## src/rtl/flit_distributor_pkg.sv

```systemverilog
// Flit format constants shared by the wormhole distributor and reductor.
package flit_distributor_pkg;

   localparam int FLIT_SIZE  = 34;
   localparam int HEADER_LEN = 2;
   localparam int DST_LEN    = 4;
   localparam int DST_POS    = FLIT_SIZE - HEADER_LEN - 1;

   localparam logic [HEADER_LEN-1:0] BODY_FLIT   = 2'b00;
   localparam logic [HEADER_LEN-1:0] HEAD_FLIT   = 2'b01;
   localparam logic [HEADER_LEN-1:0] TAIL_FLIT   = 2'b10;
   localparam logic [HEADER_LEN-1:0] SINGLE_FLIT = 2'b11;

   typedef enum logic [HEADER_LEN-1:0] {
      FT_BODY   = BODY_FLIT,
      FT_HEAD   = HEAD_FLIT,
      FT_TAIL   = TAIL_FLIT,
      FT_SINGLE = SINGLE_FLIT
   } flit_type_e;

   typedef enum logic {
      ST_IDLE  = 1'b0,
      ST_ROUTE = 1'b1
   } dist_state_e;

endpackage

```

## src/rtl/flit_distributor_skid_fifo.sv

```systemverilog
// Two-entry input FIFO; full/empty come straight from the registered count.
module flit_skid_fifo
   import flit_distributor_pkg::*;
#(
   parameter int WIDTH = FLIT_SIZE
) (
   input  logic             clk,
   input  logic             rst,
   input  logic             push,
   input  logic [WIDTH-1:0] din,
   input  logic             pop,
   output logic [WIDTH-1:0] dout,
   output logic             full,
   output logic             empty
);

   logic [WIDTH-1:0] mem [2];
   logic             wr_ptr;
   logic             rd_ptr;
   logic [1:0]       count;

   always_ff @(posedge clk or negedge rst) begin
      if (!rst) begin
         mem[0] <= '0;
         mem[1] <= '0;
         wr_ptr <= 1'b0;
         rd_ptr <= 1'b0;
         count  <= 2'd0;
      end else begin
         if (push) begin
            mem[wr_ptr] <= din;
            wr_ptr      <= ~wr_ptr;
         end
         if (pop) begin
            rd_ptr <= ~rd_ptr;
         end
         count <= count + {1'b0, push} - {1'b0, pop};
      end
   end

   assign dout  = mem[rd_ptr];
   assign full  = (count == 2'd2);
   assign empty = (count == 2'd0);

endmodule

```

## src/rtl/flit_distributor.sv

```systemverilog
// Wormhole 1-to-N flit distributor: steers each packet to the port named in its head flit.
//
//  state    | meaning
//  ---------+--------------------------------------------------------------
//  ST_IDLE  | between packets; body/tail flits seen here are dropped
//  ST_ROUTE | inside a packet; body/tail flits follow lock_port
module flit_distributor
   import flit_distributor_pkg::*;
#(
   parameter int N = 8
) (
   input  logic                   clk,
   input  logic                   rst,
   input  logic [FLIT_SIZE-1:0]   in,
   input  logic                   in_valid,
   output logic                   in_avail,
   output logic [FLIT_SIZE*N-1:0] out,
   output logic [N-1:0]           out_valid,
   input  logic [N-1:0]           out_avail,
   output logic [15:0]            drop_cnt
);

   localparam int PW = $clog2(N);

   dist_state_e          state;
   dist_state_e          state_nxt;
   logic [PW-1:0]        lock_port;
   logic [PW-1:0]        lock_nxt;

   logic [FLIT_SIZE-1:0] head;
   logic                 fifo_full;
   logic                 fifo_empty;
   logic                 fifo_pop;
   logic                 fifo_push;

   flit_type_e           head_type;
   logic [PW-1:0]        head_port;
   logic [PW-1:0]        fwd_port;
   logic                 want_fwd;
   logic                 drop_req;
   logic                 port_free;
   logic                 load;

   logic [FLIT_SIZE-1:0] out_q [N];

   assign in_avail  = rst && !fifo_full;
   assign fifo_push = in_valid && in_avail;

   flit_skid_fifo #(
      .WIDTH (FLIT_SIZE)
   ) u_fifo (
      .clk   (clk),
      .rst   (rst),
      .push  (fifo_push),
      .din   (in),
      .pop   (fifo_pop),
      .dout  (head),
      .full  (fifo_full),
      .empty (fifo_empty)
   );

   // Only the low log2(N) bits of the destination field select a port.
   assign head_type = flit_type_e'(head[FLIT_SIZE-1 -: HEADER_LEN]);
   assign head_port = head[DST_POS-DST_LEN+1 +: PW];

   always_ff @(posedge clk or negedge rst) begin
      if (!rst) begin
         state     <= ST_IDLE;
         lock_port <= '0;
      end else begin
         state     <= state_nxt;
         lock_port <= lock_nxt;
      end
   end

   always_comb begin
      state_nxt = state;
      lock_nxt  = lock_port;
      want_fwd  = 1'b0;
      drop_req  = 1'b0;
      fwd_port  = head_port;
      if (!fifo_empty) begin
         case (head_type)
            FT_HEAD, FT_SINGLE: want_fwd = 1'b1;
            default: begin
               if (state == ST_ROUTE) begin
                  want_fwd = 1'b1;
                  fwd_port = lock_port;
               end else begin
                  drop_req = 1'b1;
               end
            end
         endcase
      end
      port_free = !out_valid[fwd_port] || out_avail[fwd_port];
      load      = want_fwd && port_free;
      fifo_pop  = drop_req || load;
      // A dropped body leaves IDLE unchanged; a dropped tail re-selects IDLE.
      if (fifo_pop) begin
         case (head_type)
            FT_HEAD: begin
               state_nxt = ST_ROUTE;
               lock_nxt  = head_port;
            end
            FT_BODY: state_nxt = state;
            default: state_nxt = ST_IDLE;
         endcase
      end
   end

   always_ff @(posedge clk or negedge rst) begin
      if (!rst) begin
         out_valid <= '0;
         for (int i = 0; i < N; i++) begin
            out_q[i] <= '0;
         end
      end else begin
         for (int i = 0; i < N; i++) begin
            if (load && fwd_port == PW'(i)) begin
               out_q[i]     <= head;
               out_valid[i] <= 1'b1;
            end else if (out_avail[i]) begin
               out_valid[i] <= 1'b0;
            end
         end
      end
   end

   for (genvar g = 0; g < N; g++) begin : g_out
      assign out[FLIT_SIZE*g +: FLIT_SIZE] = out_q[g];
   end

   always_ff @(posedge clk or negedge rst) begin
      if (!rst) begin
         drop_cnt <= 16'd0;
      end else if (drop_req && drop_cnt != 16'hFFFF) begin
         drop_cnt <= drop_cnt + 16'd1;
      end
   end

endmodule
```

## config.mk

```make
export PLATFORM = sky130hd
export DESIGN_NAME = flit_distributor
export DESIGN_NICKNAME = d
export VERILOG_FILES = /design/src/rtl/flit_distributor_pkg.sv /design/src/rtl/flit_distributor_skid_fifo.sv /design/src/rtl/flit_distributor.sv
export SDC_FILE = /design/constraint.sdc
export NUM_CORES = 1
export LEC_CHECK = 0
export CORE_ASPECT_RATIO = 1.25
export CORE_UTILIZATION = 54
export CTS_BUF_LIST = sky130_fd_sc_hd__clkbuf_8 sky130_fd_sc_hd__clkbuf_16
export DETAILED_ROUTE_END_ITERATION = 12
export DONT_BUFFER_PORTS = 1
export PLACE_DENSITY = 0.69
export SLEW_MARGIN = 30
export SYNTH_ARGS = -nofsm -noshare
export SYNTH_HDL_FRONTEND = slang
export SYNTH_SLANG_ARGS = --single-unit
```

## constraint.sdc

```tcl
create_clock -name clk -period 3.9 [get_ports clk]
set_input_delay 0.78 -clock clk [delete_from_list [all_inputs] [get_ports clk]]
set_output_delay 0.78 -clock clk [all_outputs]
set_load 0.05 [all_outputs]
```

; Yosys cells after proc, flatten, opt, wreduce, memory -nomap -nowiden
; Cells that the tools add are included.
[classes]
addsub = 3
mul = 0
div_mod_pow = 0
magnitude_cmp = 4
n_eq_ne = 11
shifts = 0
mux = 36
bitwise = 5
reduce_logical = 31
[op_table]
columns = op, n
row1 = $mux W34, 4
row2 = $bwmux W68, 1
row3 = $demux W34 S1, 1
row4 = $mux W1, 24
row5 = $add A16 B1 Y16 const B, 1
row6 = $ne A16 B16 Y1 const B, 1
row7 = $reduce_bool A2 Y1, 8
row8 = $logic_and A1 B1 Y1, 13
row9 = $eq A3 B3 Y1 const B, 4
row10 = $mux W3, 3
row11 = $bmux W1 S3, 2
row12 = $eq A3 B2 Y1 const B, 2
row13 = $eq A2 B2 Y1 const B, 2
row14 = $ge A2 B2 Y1 const B, 2
row15 = $logic_not A2 Y1, 2
row16 = $lt A3 B4 Y1 const B, 1
row17 = $not A1 Y2, 2
row18 = $reduce_and A2 Y1, 2
row19 = $eq A3 B1 Y1 const B, 1
row20 = $logic_not A3 Y1, 1
row21 = $not A1 Y1, 3
row22 = $add A2 B1 Y2, 1
row23 = $eq A2 B1 Y1 const B, 1
row24 = $logic_not A1 Y1, 2
row25 = other kinds (5), 6
[word_totals]
register_bits = 372
latchBits = 0
ram_bits = 0
rom_bits = 0
output_inout_bits = 297
elab_cells = 114
memories = 0

; Depth between registers and ports, before layout
; Gate-level depths: netlist of the first run.
[depth]
depth_word = 15
depth_mapped = 17
ltp_nobuf = 14

; By module
; Synthesis of the first run repeated with hierarchy kept, for this count alone.
[unflattened]
hier_cells = 937
hier_area_um2 = 15210.8
[modules_own_cells]
columns = mod, n_inst, cells_each, area_per_inst_um2, seq_area_each_um2
row1 = flit_distributor, 1, 740, 11930.2, 7507.2
row2 = flit_skid_fifo, 1, 197, 3280.6, 1801.7

; Worst setup path after synthesis of the first run
; No wires, ideal clock.
[synth_path]
path_type = register -> register
from = register u_fifo.rd_ptr
to = register u_fifo.count[1]
setup_ns = 0.126
arrival_time_ns = 3.301
slack_ns = 0.472
stages_incl_launch_ff = 17
path_buffers = 2
synth_period_minus_slack_ns = 3.428
cell_sequence = dfrtp_1 -> buf_6 -> mux2_4 -> o22ai_1 -> a21boi_1 -> or4_1 -> o31a_2 -> buf_6 -> a21oi_1 -> xnor2_1 -> ha_1 -> inv_1 -> nand3_1 -> o21ai_0 -> a21oi_1 -> o21ai_0 -> a311o_1
[synth_via]
elab_chain_cells = 15
[synth_lines]
columns = item, line_no
row1 = "start, declared", flit_distributor_skid_fifo.sv:19  ; logic rd_ptr;
row2 = "start signal, assigned", flit_distributor_skid_fifo.sv:35  ; rd_ptr <= ~rd_ptr;
row3 = $not A1 Y2 (not written as such) (*), flit_distributor_skid_fifo.sv:41  ; assign dout = mem[rd_ptr];
row4 = $mux W34 (not written as such) (*) (3 in series), flit_distributor_skid_fifo.sv:41
row5 = $eq A2 B1 Y1 / $eq A2 B2 Y1 (equally long branches), flit_distributor.sv:83  ; case (head_type)
row6 = $reduce_or A2 Y1, flit_distributor.sv:83
row7 = $mux W3, flit_distributor.sv:83
row8 = $mux W3, flit_distributor.sv:82  ; if (!fifo_empty) begin
row9 = $bmux W1 S3, flit_distributor.sv:95  ; port_free = !out_valid[fwd_port] || out_avail[fwd_port];
row10 = $mux W1 (not written as such), flit_distributor.sv:95
row11 = $logic_not A1 Y1, flit_distributor.sv:95
row12 = $logic_or A1 B1 Y1, flit_distributor.sv:95
row13 = $logic_and A1 B1 Y1, flit_distributor.sv:96  ; load = want_fwd && port_free;
row14 = $logic_or A1 B1 Y1 (*), flit_distributor.sv:97  ; fifo_pop = drop_req || load;
row15 = $sub A2 B1 Y2 (*), flit_distributor_skid_fifo.sv:37  ; count <= count + {1'b0, push} - {1'b0, pop};
row16 = "end signal, assigned", flit_distributor_skid_fifo.sv:37
row17 = "end, declared", flit_distributor_skid_fifo.sv:20  ; logic [1:0] count;
; Every way passes the cells marked *; elsewhere a longest branch is shown, timed or not. The select of a mux whose other input is x is not followed.
; A chain may end at the register's enable or synchronous reset.

; Worst setup path after layout of the first run
; Same ends and word-level chain as after synthesis.

==> impl_metrics.py, run 1 <==
metrics = {
    "logic_synthesis": {
        "synth_cells": 947,
        "syn-num-nets": 994,
        "avgSynthCellArea_um2": 16.1,
        "ys_seq_elements": 372,
        "synth.area.top_cells": "dfrtp_1 (61%), mux2_2 (13%), mux2_1 (8.9%)",
        "yosysSeqAreaShare_pct": 61.0,
        "yosysTopAreaCell": "dfrtp_1",
        "synth_ff_type": "dfrtp_1",
        "synthArstFlopShare_pct": 100,
        "synth_top_cell_area_share_pct": 61.0,
        "synth_edf_count": 0,
        "synth_cell_type_count": 54,
        "synth_area_mm2": 0.0153,
        "synth_warnings": 0,
    },
    "clocking": {
        "cts_resized": 0,
        "cts_setup_buffers": 0,
        "cts_buffer_depth": 3,
        "htree_levels": 2,
        "clk-insertion-delay-late_ns": 0.51,
        "cts_inserted_buffers": 37,
        "cts_root_buffer": "clkbuf_16",
        "cts_num_sinks": 372,
        "clkTransAtPathRegs_ns": 0.06,
        "cts_tree": "yes",
    },
    "drt": {
        "viasPerCell": 5.91,
        "drt_iter0_drc": 359,
        "wl_per_cell_um": 25.7,
        "via_count": 7912,
        "drc": 22,
        "first_pass_iters": 11,
        "totalWireLength_mm": 34.4,
        "ant_nets": 0,
    },
    "worst_setup_path": {
        "reg2reg_slack_ns": 0.40,
        "path_cells": "mux2_4 -> o22ai_1 -> a21boi_1 -> or4_1 -> o31a_2 -> a21oi_1 -> xnor2_1 -> ha_1 -> inv_1 -> nand3_1 -> o21ai_0 -> a21oi_1 -> o21ai_0 -> a311o_1",
        "worst_r2r_path_depth": 14,
        "crit_required_ns": 4.29,
        "critPathKind": "flip-flop to flip-flop",
        "cp_max_fo": 18,
        "cpMaxStageDelayCell": "or4_1",
        "timing.rr.start": "u_fifo.rd_ptr",
        "timing.rr.end": "u_fifo.count[1]",
        "worstSetupEndpointType": "flip-flop",
        "cp_slowest_stage_delay_ns": 0.53,
        "start_kind": "flip-flop",
        "arrival_ns": 3.89,
    },
    "sta": {
        "skew_ns": 0.0134,
        "setup_tns_ns": 0,
        "post-route-period-util_pct": 89.7,
        "hold_viol": 7,
        "fin_worst_hold_slack_ns": -0.0266,
        "rsz0062_at_grt": "false",
        "relSlewSlack_pct": 45.1,
        "max_freq_ghz": 0.286,
        "slew_violations": 0,
        "worstMarginPinSlew_ns": 0.824,
        "finalCriticalPeriod_ns": 3.50,
        "finalSetupViolations": 0,
    },
    "hold_path": {
        "hp-class": "primary input to async pin",
    },
    "finish": {
        "final_common_cell": "dfrtp_1",
        "final_cell_mix": "dfrtp_1 (371), mux2_2 (171), mux2_1 (120), mux2_4 (88), clkbuf_16 (39)",
        "final_cells": 1339,
        "syn2layout_area_growth_pct": 10.7,
        "num_antenna_cells": 0,
        "layout-drive-gt1-share_pct": 35.9,
        "fin_nets": 1008,
    },
    "global_routing": {
        "grt_pass1_vias": 8386,
        "antenna_found_initial": 1,
        "globalRouteOverflowTotal": 0,
        "grt_pass1_wl_mm": 52.8,
        "grt_max_degree": 374,
        "grt_usage_pct": 23.9,
    },
    "die": {
        "dieArea_mm2": 0.0289,
        "die_w_um": 152,
        "ios": 342,
        "fp.coreArea_mm2": 0.0277,
        "die_y_um": 190,
        "start_util_pct": 55.0,
        "row_count": 68,
    },
    "placement": {
        "io_buffers": 0,
        "dpl.hpwl_mm": 22.3,
        "dp.cells": 1272,
        "place.gp.congestion": 0.863,
    },
    "outcome": {
        "status": "complete, but fails checks",
        "failed_checks": "DRC, hold timing",
    },
    "job": {
        "max-cap-violations": 0,
    },
}
==> final cells by class <==
| class | instances | area (um2) |
|---|---|---|
| multi-input combinational | 515 | 5590 |
| sequential | 372 | 9310 |
| tap | 350 | 438 |
| timing repair buffer | 22 | 253 |
| inverter | 13 | 48.8 |
| clock buffer | 47 | 1090 |
| fill | 2037 | 10800 |
| clock inverter | 20 | 170 |
==> worst max-delay path: cells and delay by family (launching register included) <==
kind | cells | cell delay, ns
AOI/OAI and AO/OA | 8 | 1.54
xor gates and xnor gates | 1 | 0.16
adders and majority gates | 1 | 0.16
buffers and inverters | 1 | 0.06
DFF | 1 | 0.44
muxes | 1 | 0.40
and+or+nand+nor | 2 | 0.61
==> synthesized netlist by cell type (3+ instances only) <==
master and number:
clkbuf_1 14, nand3_1 11, a21oi_1 7, a21o_1 5
nor3b_1 3, mux2_2 171, inv_1 13, buf_4 14
dfrtp_1 372, mux2_1 120, buf_6 14, buf_2 4
nand4_4 4, nor2_1 11, xnor2_1 13, nand2_1 15
mux2_4 88, nor3_1 5, xor2_1 4, nand4_1 5
a21boi_0 3, o21ai_0 7, and4_4 3
==> state kept, by name, indices dropped and copies added, names as in the netlist <==
| register | cells |
|---|---|
| drop_cnt | 16 |
| u_fifo.count | 2 |
| lock_port | 3 |
| u_fifo.mem | 68 |
| out | 272 |
| u_fifo.wr_ptr | 1 |
| u_fifo.rd_ptr | 1 |
| out_valid | 8 |
| state | 1 |
==> metrics by stage <==
step | worst slack [ns] | utilization, % | area [um2] | hold WS [ns]
5_1_grt | 0.147 | 60.9 | 16900 | -0.0531
6_report | 0.400 | 60.9 | 16900 | -0.0266
2_1_floorplan | 0.472 | - | 15300 | 0.454
3_5_place_dp | 0.408 | 56.4 | 15600 | 0.487
3_3_place_gp | 0.514 | 56.4 | 15600 | 0.481
4_1_cts | 0.402 | 60.9 | 16900 | -0.0428
==> metal layers <==
metal  vias to the layer above  global-route usage, %  part of all wire, %
met5                         -                      0                    0
met4                         0                   6.83                  1.9
met3                        42                   8.82                  9.3
met2                       280                   40.8                   50
met1                      4176                   28.3                   39
li1                       3414                      -                    -
==> how the worst max path moves through the flow <==
stage / cells after the start / slack, ns / end / from
after floorplan: 16 / 0.47 / u_fifo.count[1] / u_fifo.rd_ptr
after global placement: 9 / 0.51 / out[102] / u_fifo.rd_ptr
after detailed placement: 9 / 0.41 / out[117] / u_fifo.rd_ptr
after CTS: 9 / 0.40 / out[117] / u_fifo.rd_ptr
after global routing: 14 / 0.15 / u_fifo.count[1] / u_fifo.count[1]
final: 14 / 0.40 / u_fifo.count[1] / u_fifo.rd_ptr
==> cell families (layout without fill, tap and decap cells) <==
| kind of cell | count (synthesis) | count (layout) | share of synthesized area, % |
|---|---|---|---|
| AND/OR/NAND/NOR | 73 | 73 | 3.12 |
| adder cells (fa/ha/maj) | 2 | 2 | 0.164 |
| flip-flops | 372 | 372 | 61.0 |
| multiplexers | 381 | 381 | 30.3 |
| AO/OA/AOI/OAI | 42 | 42 | 1.93 |
| XOR/XNOR | 17 | 17 | 0.975 |
| buffers and inverters | 60 | 102 | 2.54 |
Power of run 1 is not shown: default switching activity piles up to over one toggle a cycle in this logic, so the estimate is an artifact.
==> run 2: changes to the inputs <==
CAP_MARGIN = 10   (was unset)
CORE_UTILIZATION = 42   (was 54)
PLACE_DENSITY = unset   (was 0.69)
clock period = 3.6 ns   (was 3.9 ns; I/O delays follow)
==> run 2 against run 1 <==
The run ends with hold timing left. Largest cell class unchanged. Clock skew about the same. Utilization down 13 points. Hold slack got worse by 0.069 ns. Via count up 1.2%. Non-clock buffer count grew 11. Clock-buffer cell count grew 3.
==> impl_metrics.py, run 2 (same netlist as run 1, synthesis figures left out) <==
metrics = {
    "sta": {
        "finalCriticalPeriod_ns": 3.40,
        "finalSetupViolations": 0,
        "post-route-period-util_pct": 94.5,
        "rsz0062_at_grt": "false",
        "max_freq_ghz": 0.294,
        "fin_ws_ns": 0.198,
        "slew_violations": 0,
        "skew_ns": 0.0132,
        "fin_worst_hold_slack_ns": -0.0952,
        "setup_tns_ns": 0,
        "relSlewSlack_pct": 24.1,
        "worstMarginPinSlew_ns": 1.14,
        "hold_viol": 35,
    },
    "die": {
        "fp.coreArea_mm2": 0.0356,
        "dieArea_mm2": 0.0371,
        "start_util_pct": 42.9,
        "die_y_um": 215,
        "row_count": 77,
        "die_w_um": 173,
        "ios": 342,
    },
    "drt": {
        "drc": 0,
        "viasPerCell": 5.42,
        "first_pass_iters": 4,
        "wl_per_cell_um": 24.4,
        "ant_nets": 0,
        "totalWireLength_mm": 36.0,
        "via_count": 8005,
        "drt_iter0_drc": 454,
    },
    "worst_setup_path": {
        "cp.buffers_inverters": 1,
        "critPathMostFrequentCell": "o21ai_0",
        "cpLargestDelayFamily": "compound AO/OA/AOI/OAI gates",
        "cp_slowest_stage_delay_ns": 0.55,
        "worstSetupEndpointType": "flip-flop",
        "crit_required_ns": 4.02,
        "path_cells": "mux2_4 -> o22ai_1 -> a21boi_1 -> or4_1 -> o31a_2 -> a21oi_2 -> xnor2_1 -> ha_1 -> inv_1 -> nand3_1 -> o21ai_0 -> a21oi_1 -> o21ai_0 -> a311o_1",
        "cpMaxStageDelayCell": "or4_1",
        "start_kind": "flip-flop",
        "arrival_ns": 3.82,
        "critPathKind": "flip-flop to flip-flop",
        "cp_max_fo": 9,
        "reg2reg_slack_ns": 0.20,
    },
    "global_routing": {
        "grt_max_degree": 374,
        "grt_pass1_vias": 8361,
        "antenna_found_initial": 0,
        "grt_pass1_wl_mm": 55.5,
        "globalRouteOverflowTotal": 0,
        "grt_usage_pct": 19.5,
    },
    "outcome": {
        "status": "complete, but fails checks",
        "failed_checks": "hold timing",
    },
    "finish": {
        "fin_nets": 1021,
        "layout-drive-gt1-share_pct": 36.9,
        "num_antenna_cells": 0,
        "final_cell_mix": "dfrtp_1 (371), mux2_2 (171), mux2_1 (120), mux2_4 (88), clkbuf_16 (40)",
        "final_common_cell": "dfrtp_1",
        "fillers": 3034,
        "syn2layout_area_growth_pct": 12.7,
        "largest_register_ffs": 272,
    },
    "clocking": {
        "cts_num_sinks": 372,
        "cts_setup_buffers": 0,
        "clkTransAtPathRegs_ns": 0.06,
        "cts_root_buffer": "clkbuf_16",
        "cts_inserted_buffers": 39,
        "htree_levels": 2,
        "cts_buffer_depth": 3,
        "clk-insertion-delay-late_ns": 0.53,
        "cts_tree": "yes",
    },
    "placement": {
        "io_buffers": 0,
        "pre_cts_slack_ns": 0.162,
        "place.gp.congestion": 0.813,
        "dpl.hpwl_mm": 23.3,
    },
    "job": {
        "max-cap-violations": 0,
    },
    "hold_path": {
        "hp-class": "primary input to async pin",
    },
}
run 2: cell count changes in the layout (fill, tap and decap cells not counted), sizes merged:
cell | previous run | this run
clkinvlp | 1 | 3
clkinv | 6 | 5
inv | 23 | 24
buf | 22 | 33
clkbuf | 47 | 50
bufinv | 3 | 1
run 2: final cells by class:
cell class | count | area [um2] | share of cell area [%]
clock buffer | 50 | 1140 | 6.62
clock inverter | 20 | 143 | 0.829
inverter | 13 | 48.8 | 0.284
multi-input combinational | 515 | 5590 | 32.5
sequential | 372 | 9310 | 54.1
tap | 474 | 593 | 3.45
timing repair buffer | 33 | 385 | 2.24
run 2: layer usage:
layer | wire length, um | vias up | share of wire (%) | GRT usage (%)
met2 | 17600 | 265 | 49 | 32.2
met4 | 731 | 0 | 2.0 | 5.21
met5 | 0 | - | 0 | 0
met1 | 14800 | 4253 | 41 | 24.6
li1 | - | 3439 | - | -
met3 | 2860 | 48 | 7.9 | 6.23
run 2: through the flow:
| stage | cells | area [um2] | utilization, % |
|---|---|---|---|
| global placement | 1407 | 15900 | 44.8 |
| global route | 1477 | 17200 | 48.4 |
| CTS | 1477 | 17200 | 48.4 |
| floorplan | 947 | 15300 | - |
| detailed placement | 1407 | 15900 | 44.8 |
| finish | 1477 | 17200 | 48.4 |
run 2: repair_timing:
action	CTS	global route
endpoints found under the hold margin	372	372
resized for setup	0	2
setup endpoints to repair	0	1
run 2: worst paths after layout:
kind                                    start               to  cells after the start
min in group clk                 out_avail[6]     out_valid[6]                      1
worst max-delay path            u_fifo.rd_ptr  u_fifo.count[1]                     14
max in group asynchronous                 rst         out[119]                      0
worst min register to register  u_fifo.mem[5]    u_fifo.mem[5]                      1
worst max register to register  u_fifo.rd_ptr  u_fifo.count[1]                     14
worst min-delay path                      rst      drop_cnt[3]                      0
Power of run 2 is left out for the same reason.
